<file path="config.mk">
export PLATFORM = sky130hd
export DESIGN_NAME = nibbler_clkgate_ctl
export DESIGN_NICKNAME = d
export VERILOG_FILES = /design/src/rtl/nibbler_clkgate_pkg.sv /design/src/rtl/nibbler_clkgate_dncnt.sv /design/src/rtl/nibbler_clkgate_ctl.sv
export SDC_FILE = /design/constraint.sdc
export NUM_CORES = 1
export LEC_CHECK = 0
export ABC_AREA = 1
export CAP_MARGIN = 25
export CORE_UTILIZATION = 48
export CTS_BUF_LIST = sky130_fd_sc_hd__clkbuf_16
export DETAILED_ROUTE_END_ITERATION = 6
export PLACE_DENSITY = 0.81
export SETUP_SLACK_MARGIN = 0.15
export SYNTH_ARGS = -nofsm -noshare
export SYNTH_HDL_FRONTEND = slang
export SYNTH_SLANG_ARGS = --single-unit
</file>
<file path="constraint.sdc">
create_clock -name clk -period 1.45 [get_ports clk]
set_input_delay 0.29 -clock clk [delete_from_list [all_inputs] [get_ports clk]]
set_output_delay 0.29 -clock clk [all_outputs]
set_load 0.02 [all_outputs]
</file>
<file path="src/rtl/nibbler_clkgate_pkg.sv">
// Shared types for the nibbler clock-gate controller: FSM state encoding
// and the width of the optional gated-cycle statistics counter.
package nibbler_clkgate_pkg;

  typedef enum logic [1:0] {
    ST_RUN   = 2'd0,
    ST_IDLE  = 2'd1,
    ST_GATED = 2'd2,
    ST_WAKE  = 2'd3
  } clkgate_state_e;

  localparam int STATS_W = 32;

  // The datapath may accept work only while its clock is running and settled.
  function automatic logic state_ready(input clkgate_state_e s);
    return (s == ST_RUN) || (s == ST_IDLE);
  endfunction

endpackage

</file>
<file path="src/rtl/nibbler_clkgate_dncnt.sv">
// Loadable down-counter with zero flag; one instance serves both the idle
// window and the post-wake settle window.
module nibbler_clkgate_dncnt #(
  parameter int CNT_W   = 8,
  parameter int RST_VAL = 16
) (
  input  logic             clk,
  input  logic             rst_n,
  input  logic             load,
  input  logic [CNT_W-1:0] load_val,
  input  logic             dec,
  output logic [CNT_W-1:0] cnt,
  output logic             zero
);

  always_ff @(posedge clk or negedge rst_n) begin
    if (!rst_n) begin
      cnt <= CNT_W'(RST_VAL);
    end else if (load) begin
      cnt <= load_val;
    end else if (dec && (cnt != '0)) begin
      cnt <= cnt - 1'b1;
    end
  end

  assign zero = (cnt == '0);

endmodule

</file>
<file path="src/rtl/nibbler_clkgate_ctl.sv">
// Activity-driven clock-enable controller for nibbler_ClkEnBuf; runs on the free clock.
// Optional NIBBLER_CLKGATE_STATS_EN adds a saturating gated-cycle counter output.
module nibbler_clkgate_ctl
  import nibbler_clkgate_pkg::*;
#(
  parameter int IDLE_CYCLES = 16,
  parameter int WAKE_CYCLES = 2,
  parameter int CNT_W       = 8
) (
  input  logic clk,
  input  logic rst_n,
  input  logic busy_i,
  input  logic wake_req_i,
  input  logic force_on_i,
  output logic en_l_o,
  output logic gated_o,
  output logic ready_o,
  output logic wake_ack_o
`ifdef NIBBLER_CLKGATE_STATS_EN
  ,
  output logic [STATS_W-1:0] gated_cycles_o
`endif
);

  localparam logic [CNT_W-1:0] IDLE_LD    = CNT_W'(IDLE_CYCLES);
  localparam logic [CNT_W-1:0] IDLE_LD_M1 = CNT_W'(IDLE_CYCLES - 1);
  localparam logic [CNT_W-1:0] WAKE_LD_M1 = CNT_W'(WAKE_CYCLES - 1);

  clkgate_state_e   state_q;
  clkgate_state_e   state_d;
  logic             cnt_load;
  logic [CNT_W-1:0] cnt_val;
  logic             cnt_dec;
  logic [CNT_W-1:0] cnt;
  logic             cnt_zero;
  logic             ack_d;

  nibbler_clkgate_dncnt #(
    .CNT_W   (CNT_W),
    .RST_VAL (IDLE_CYCLES)
  ) u_dncnt (
    .clk      (clk),
    .rst_n    (rst_n),
    .load     (cnt_load),
    .load_val (cnt_val),
    .dec      (cnt_dec),
    .cnt      (cnt),
    .zero     (cnt_zero)
  );

  // Next-state and counter control
  always_comb begin
    state_d  = state_q;
    cnt_load = 1'b0;
    cnt_val  = IDLE_LD;
    cnt_dec  = 1'b0;
    ack_d    = 1'b0;
    case (state_q)
      ST_RUN: begin
        cnt_load = 1'b1;
        if (!(busy_i || force_on_i)) begin
          state_d = ST_IDLE;
          cnt_val = IDLE_LD_M1;
        end
      end
      ST_IDLE: begin
        // Activity beats an expiring idle window.
        if (busy_i || wake_req_i || force_on_i) begin
          state_d  = ST_RUN;
          cnt_load = 1'b1;
        end else if (cnt_zero) begin
          state_d = ST_GATED;
        end else begin
          cnt_dec = 1'b1;
        end
      end
      ST_GATED: begin
        if (wake_req_i || force_on_i) begin
          state_d  = ST_WAKE;
          cnt_load = 1'b1;
          cnt_val  = WAKE_LD_M1;
        end
      end
      ST_WAKE: begin
        // Further requests are absorbed while the clock settles.
        if (cnt_zero) begin
          state_d  = ST_RUN;
          cnt_load = 1'b1;
          ack_d    = 1'b1;
        end else begin
          cnt_dec = 1'b1;
        end
      end
      default: begin
        state_d  = ST_RUN;
        cnt_load = 1'b1;
      end
    endcase
  end

  // Registered outputs: en_l_o feeds the ClkEnBuf latch with no logic after the flop
  always_ff @(posedge clk or negedge rst_n) begin
    if (!rst_n) begin
      state_q    <= ST_RUN;
      en_l_o     <= 1'b0;
      gated_o    <= 1'b0;
      ready_o    <= 1'b1;
      wake_ack_o <= 1'b0;
    end else begin
      state_q    <= state_d;
      en_l_o     <= (state_d == ST_GATED);
      gated_o    <= (state_d == ST_GATED);
      ready_o    <= state_ready(state_d);
      wake_ack_o <= ack_d;
    end
  end

`ifdef NIBBLER_CLKGATE_STATS_EN
  logic [STATS_W-1:0] gated_cycles_q;

  function automatic logic [STATS_W-1:0] sat_inc(input logic [STATS_W-1:0] v);
    if (&v) return v;
    return v + 1'b1;
  endfunction

  // Stats: one count per edge that finds the controller in GATED
  always_ff @(posedge clk or negedge rst_n) begin
    if (!rst_n) begin
      gated_cycles_q <= '0;
    end else if (state_q == ST_GATED) begin
      gated_cycles_q <= sat_inc(gated_cycles_q);
    end
  end

  assign gated_cycles_o = gated_cycles_q;
`endif

endmodule

</file>
After elaboration in Yosys (flattened, before gate mapping)
Cells that the tools add are included.
W data, S select, Z words.
{"block": "totals", "reg_bits": 13}
{"block": "op_classes", "n_eq_ne": 5, "add_sub_neg": 1, "mux": 19, "n_reduce_logical": 11}
{"op": "$mux W8", "count": 2}
{"op": "$mux W2", "count": 5}
{"op": "$mux W5", "count": 2}
{"op": "$pmux W5 S2", "count": 1}
{"op": "$logic_not A8 Y1", "count": 1}
{"op": "$pmux W2 S4", "count": 1}
{"op": "$reduce_bool A8 Y1", "count": 1}
{"op": "$sub A8 B1 Y8 const B", "count": 1}
{"op": "$eq A2 B2 Y1 const B", "count": 3}
{"op": "$mux W1", "count": 6}
{"op": "$logic_or A1 B1 Y1", "count": 5}
{"op": "$eq A2 B1 Y1 const B", "count": 2}
{"op": "$logic_not A2 Y1", "count": 2}
{"op": "$pmux W1 S4", "count": 1}
{"op": "$pmux W1 S2", "count": 1}
{"op": "$reduce_bool A2 Y1", "count": 1}
{"op": "$logic_and A1 B1 Y1", "count": 1}

Longest topological paths before layout
{"block": "logic_depth", "word_depth": 7, "depth_mapped": 10, "ltp_nobuf": 10}

Cells and area by module
From an unflattened synthesis, not the netlist that was laid out.
{"block": "unflattened", "cells_unflattened": 135, "area_unflattened_um2": 903.4}
{"mod": "nibbler_clkgate_dncnt", "instances": 1, "cells_per_inst": 93, "seq_area_each_um2": 201.4, "area_each_um2": 598.1}
{"mod": "nibbler_clkgate_ctl", "instances": 1, "cells_per_inst": 42, "seq_area_each_um2": 126.4, "area_each_um2": 305.3}

Least setup slack after synthesis
Ideal clock, no wire load.
{"block": "synth_timing", "path_kind": "reg-to-reg", "startpoint": "reg u_dncnt.cnt[0]", "endpoint": "reg u_dncnt.cnt[3]", "period_less_slack_ns": 1.511, "t_arrival_ns": 1.394, "path_stages_with_launch": 10, "t_required_ns": 1.333, "path_slack_ns": -0.061, "n_path_buf": 0, "setup_time_ns": 0.117, "path_cell_list": "dfrtp_1 inv_1 ha_1 nand2_1 nor2_2 nand3_2 nand3_4 inv_4 nand2_1 nand2_1"}
{"block": "synth_via", "elab_chain_cells": 6, "elab_cells_between_ends": 12}
{"item": "from (decl)", "line": "nibbler_clkgate_dncnt.sv:12", "rtl": "output logic [CNT_W-1:0] cnt,"}
{"item": "from (signal assigned)", "line": "nibbler_clkgate_dncnt.sv:18", "rtl": "cnt <= CNT_W'(RST_VAL);"}
{"item": "from (signal assigned)", "line": "nibbler_clkgate_dncnt.sv:20", "rtl": "cnt <= load_val;"}
{"item": "from (signal assigned)", "line": "nibbler_clkgate_dncnt.sv:22", "rtl": "cnt <= cnt - 1'b1;"}
{"item": "parallel branches: the longest is 6 deep, another holds $sub A8 B1 Y8"}
Several ways; the timed one is not identified. The select of a mux whose other input is x is not followed.
A chain may end at the register's enable or synchronous reset.

Worst setup path after layout
{"block": "layout_timing", "startpoint": "reg u_dncnt.cnt[0]", "endpoint": "reg ready_o"}
{"block": "layout_via", "elab_chain_cells": 6, "elab_cells_between_ends": 8}
{"item": "$logic_not A8 Y1 (*)", "line": "nibbler_clkgate_dncnt.sv:26", "rtl": "assign zero = (cnt == '0);"}
{"item": "$mux W2", "line": "nibbler_clkgate_ctl.sv:71", "rtl": "end else if (cnt_zero) begin"}
{"item": "$mux W2", "line": "nibbler_clkgate_ctl.sv:68", "rtl": "if (busy_i || wake_req_i || force_on_i) begin"}
{"item": "$pmux W2 S4 (*)", "line": "nibbler_clkgate_ctl.sv:58", "rtl": "case (state_q)"}
{"item": "net state_d[1]", "line": "nibbler_clkgate_ctl.sv:30", "rtl": "clkgate_state_e state_d;"}
{"item": "$eq A2 B1 Y1 or $logic_not A2 Y1 (tied branches)", "line": "nibbler_clkgate_pkg.sv:16", "rtl": "return (s == ST_RUN) || (s == ST_IDLE);"}
{"item": "$logic_or A1 B1 Y1 (*)", "line": "nibbler_clkgate_pkg.sv:16"}
{"item": "to (signal assigned)", "line": "nibbler_clkgate_ctl.sv:113", "rtl": "ready_o <= state_ready(state_d);"}
{"item": "to (decl)", "line": "nibbler_clkgate_ctl.sv:17", "rtl": "output logic ready_o,"}
Mark *: on every way through the listed nets, which the timed path passes. The rest lies on a longest branch.

==> results.json <==
{
  "status": "completed",
  "dp_cells": 143,
  "worst_pin_slew_ns": 0.273,
  "max_freq_ghz": 0.702,
  "die_h_um": 43.0,
  "final_util_pct": 74.4,
  "drv_slew": 0,
  "final_cells": 153,
  "fin_crit_ns": 1.42,
  "fill_cells": 107,
  "irDropWorstVdd_v": 0.00101,
  "synth_top_area_share_pct": 34.1,
  "max_stage_delay_ns": 0.38,
  "wire_per_inst_um": 12.7,
  "worst_path_dominant_cell_family": "flip-flops",
  "grt_pass1_wl_um": 3190,
  "pre_cts_slack_ns": -0.154,
  "multi_input_area_um2": 467,
  "numCtsBuffers": 3,
  "max_slew_margin_pct": 81.8,
  "yosysSeqAreaShare_pct": 40.6,
  "top_usage_layer": "met2",
  "p_leak_nw": 0.646,
  "cts_sinks": 13,
  "critPathBufInv": 4,
  "start_kind": "flop",
  "ys_warn_count": 0,
  "hold_viol_final": 0,
  "grtUsageMet2_pct": 36.4,
  "critPathKind": "flop to flop",
  "dr.pass1.iters": 4,
  "gp_congestion": 0.857,
  "min_path_type": "input port to async pin",
  "grt_pass1_vias": 740,
  "arrival_ns": 1.60,
  "cts_tree": "done",
  "met1_usage_pct": 29.0,
  "ant_nets": 0,
  "worstSkewPairLatency_ns": 0.24,
  "netlist_area_um2": 808,
  "fin_crit_sh_pct": 98.3,
  "nets": 144,
  "globalRouteMet3Util_pct": 5.53,
  "drive_gt1_share_pct": 29.2,
  "routed_wl_um": 1950,
  "hpwl_um": 1370,
  "dr.first_iter.drc_count": 22,
  "finalWorstSetupSlack_ns": 0.0253,
  "cts_root_buf": "clkbuf_16",
  "io_pins": 9,
  "portBuffers": 8,
  "synth_edf_count": 0,
  "antenna_found_initial": 0,
  "syn-num-nets": 119,
  "register_area_um2": 328,
  "synth-main-ff-cell": "dfrtp_1",
  "worstPathRequired_ns": 1.62,
  "die_x_um": 43.0,
  "viasPerCell": 5.29,
  "syn_area_per_cell_um2": 7.15,
  "fin_skew_ns": 0.00155,
  "drcViolationCount": 0,
  "rsz0062_at_grt": "true",
  "grt_max_degree": 14,
  "synth_most_common_cell": "nand2_1",
  "setup_viol": 0,
  "clock_path_buffers": 2,
  "synthTopCellsByArea": "dfrtp_1, nand2_1, nand3_1",
  "cap_violations": 0,
  "async_flop_share_pct": 100,
  "num_rows": 14,
  "cp_slowest_cell": "dfrtp_1",
  "synthTopCellsByCount": "nand2_1, inv_1, nand3_1",
  "vias": 809,
  "grt_use_total_pct": 23.6,
  "h-tree-depth": 1,
  "cp-end-kind": "flop",
  "core_area_um2": 1540,
  "finalSetupTns_ns": 0,
  "n_antenna_cell": 0,
  "critical_path.max_fanout": 3,
  "dieArea_um2": 1850,
  "layout-area-overhead-vs-synth_pct": 41.8,
  "synthCells": 113,
  "p_per_area_nw_per_um2": 1880,
  "synth_top_cell_by_area": "dfrtp_1",
  "start_util_pct": 52.4,
  "ys_types": 18,
  "cp_cell_sequence": "inv_2 -> ha_4 -> nand2_4 -> nor2_4 -> buf_4 -> buf_6 -> nand4_1 -> a21oi_2 -> inv_1",
  "synth-seq-cells": 13,
  "globalRoute.totalOverflow": 0,
  "clk_pin_slew_worst_paths_ns": 0.04
}
cell families after synthesis:
logic type / synth area share [%]
buffers and inverters: 9.60
and+or+nand+nor: 44.4
AOI/OAI and AO/OA: 0.619
adders and majority gates: 1.55
xor gates and xnor gates: 3.25
DFF: 40.6
per-layer routing:
metal	vias up	part of all wire, %
met4	0	2.9
met2	28	49
met5	-	0
li1	396	-
met3	7	5.1
met1	378	42
placed cells by master (no fill, tap or decap):
cell type,netlist,routed
inv_6,0,1
xor2_1,3,3
nand2_4,1,3
nor2_2,2,1
nand3_1,13,12
nand3b_1,3,3
nand2_1,41,36
nand3_2,2,2
a21oi_2,0,1
clkbuf_2,0,1
nand2_2,1,4
inv_1,17,14
nand4_1,2,2
nand3_4,1,2
clkbuf_16,0,3
buf_4,1,10
buf_6,0,3
clkdlybuf4s50_1,0,4
dfstp_2,2,2
nor2_1,10,9
dfrtp_1,11,11
nor2_4,0,2
dlygate4sd2_1,0,3
ha_4,0,1
inv_2,0,4
timing repair:
action	4_1_cts	5_1_grt
hold buffers	0	0
setup buffers	2	4
endpoints found under the setup margin	14	13
pin swaps	4	5
resized for setup	12	11
per-stage QoR:
stage / instance area [µm²] / hold WS (ns) / total power, W
global placement: 981 / 0.490 / 0.00140
floorplan: 836 / -0.00559 / 0.00118
global route: 1150 / 0.374 / 0.00228
CTS: 1090 / 0.362 / 0.00203
finish: 1150 / 0.354 / 0.00215
detailed placement: 981 / 0.501 / 0.00144
flip-flops by register name (all words and copies together), names as in the netlist:
name / cells
wake_ack_o: 1
ready_o: 1
gated_o: 1
state_q: 2
u_dncnt.cnt: 8
final timing paths:
| check | slack, ns | from | cells after the start | to |
|---|---|---|---|---|
| min reg2reg | 0.53 | u_dncnt.cnt[7] | 2 | u_dncnt.cnt[7] |
| max reg2reg | 0.03 | u_dncnt.cnt[0] | 9 | ready_o |
| max in group asynchronous | 0.86 | rst_n | 2 | u_dncnt.cnt[4] |
| min in group clk | 0.53 | u_dncnt.cnt[7] | 2 | u_dncnt.cnt[7] |
| min | 0.35 | rst_n | 2 | state_q[1] |
| max | 0.03 | u_dncnt.cnt[0] | 9 | ready_o |
power breakdown:
group	internal [W]	switching, W	leakage, nW
clock	0.000364	0.000153	0.0423
sequential	0.000468	0.0000883	0.169
combinational	0.000462	0.000617	0.435
area by class of cell:
cell class / count / share of cell area (%)
timing repair buffer: 21 / 15.7
inverter: 18 / 6.33
multi-input combinational: 81 / 40.7
clock inverter: 1 / 0.328
tap: 16 / 1.75
clock buffer: 3 / 6.55
sequential: 13 / 28.6
(Power assumes the default switching activity.)
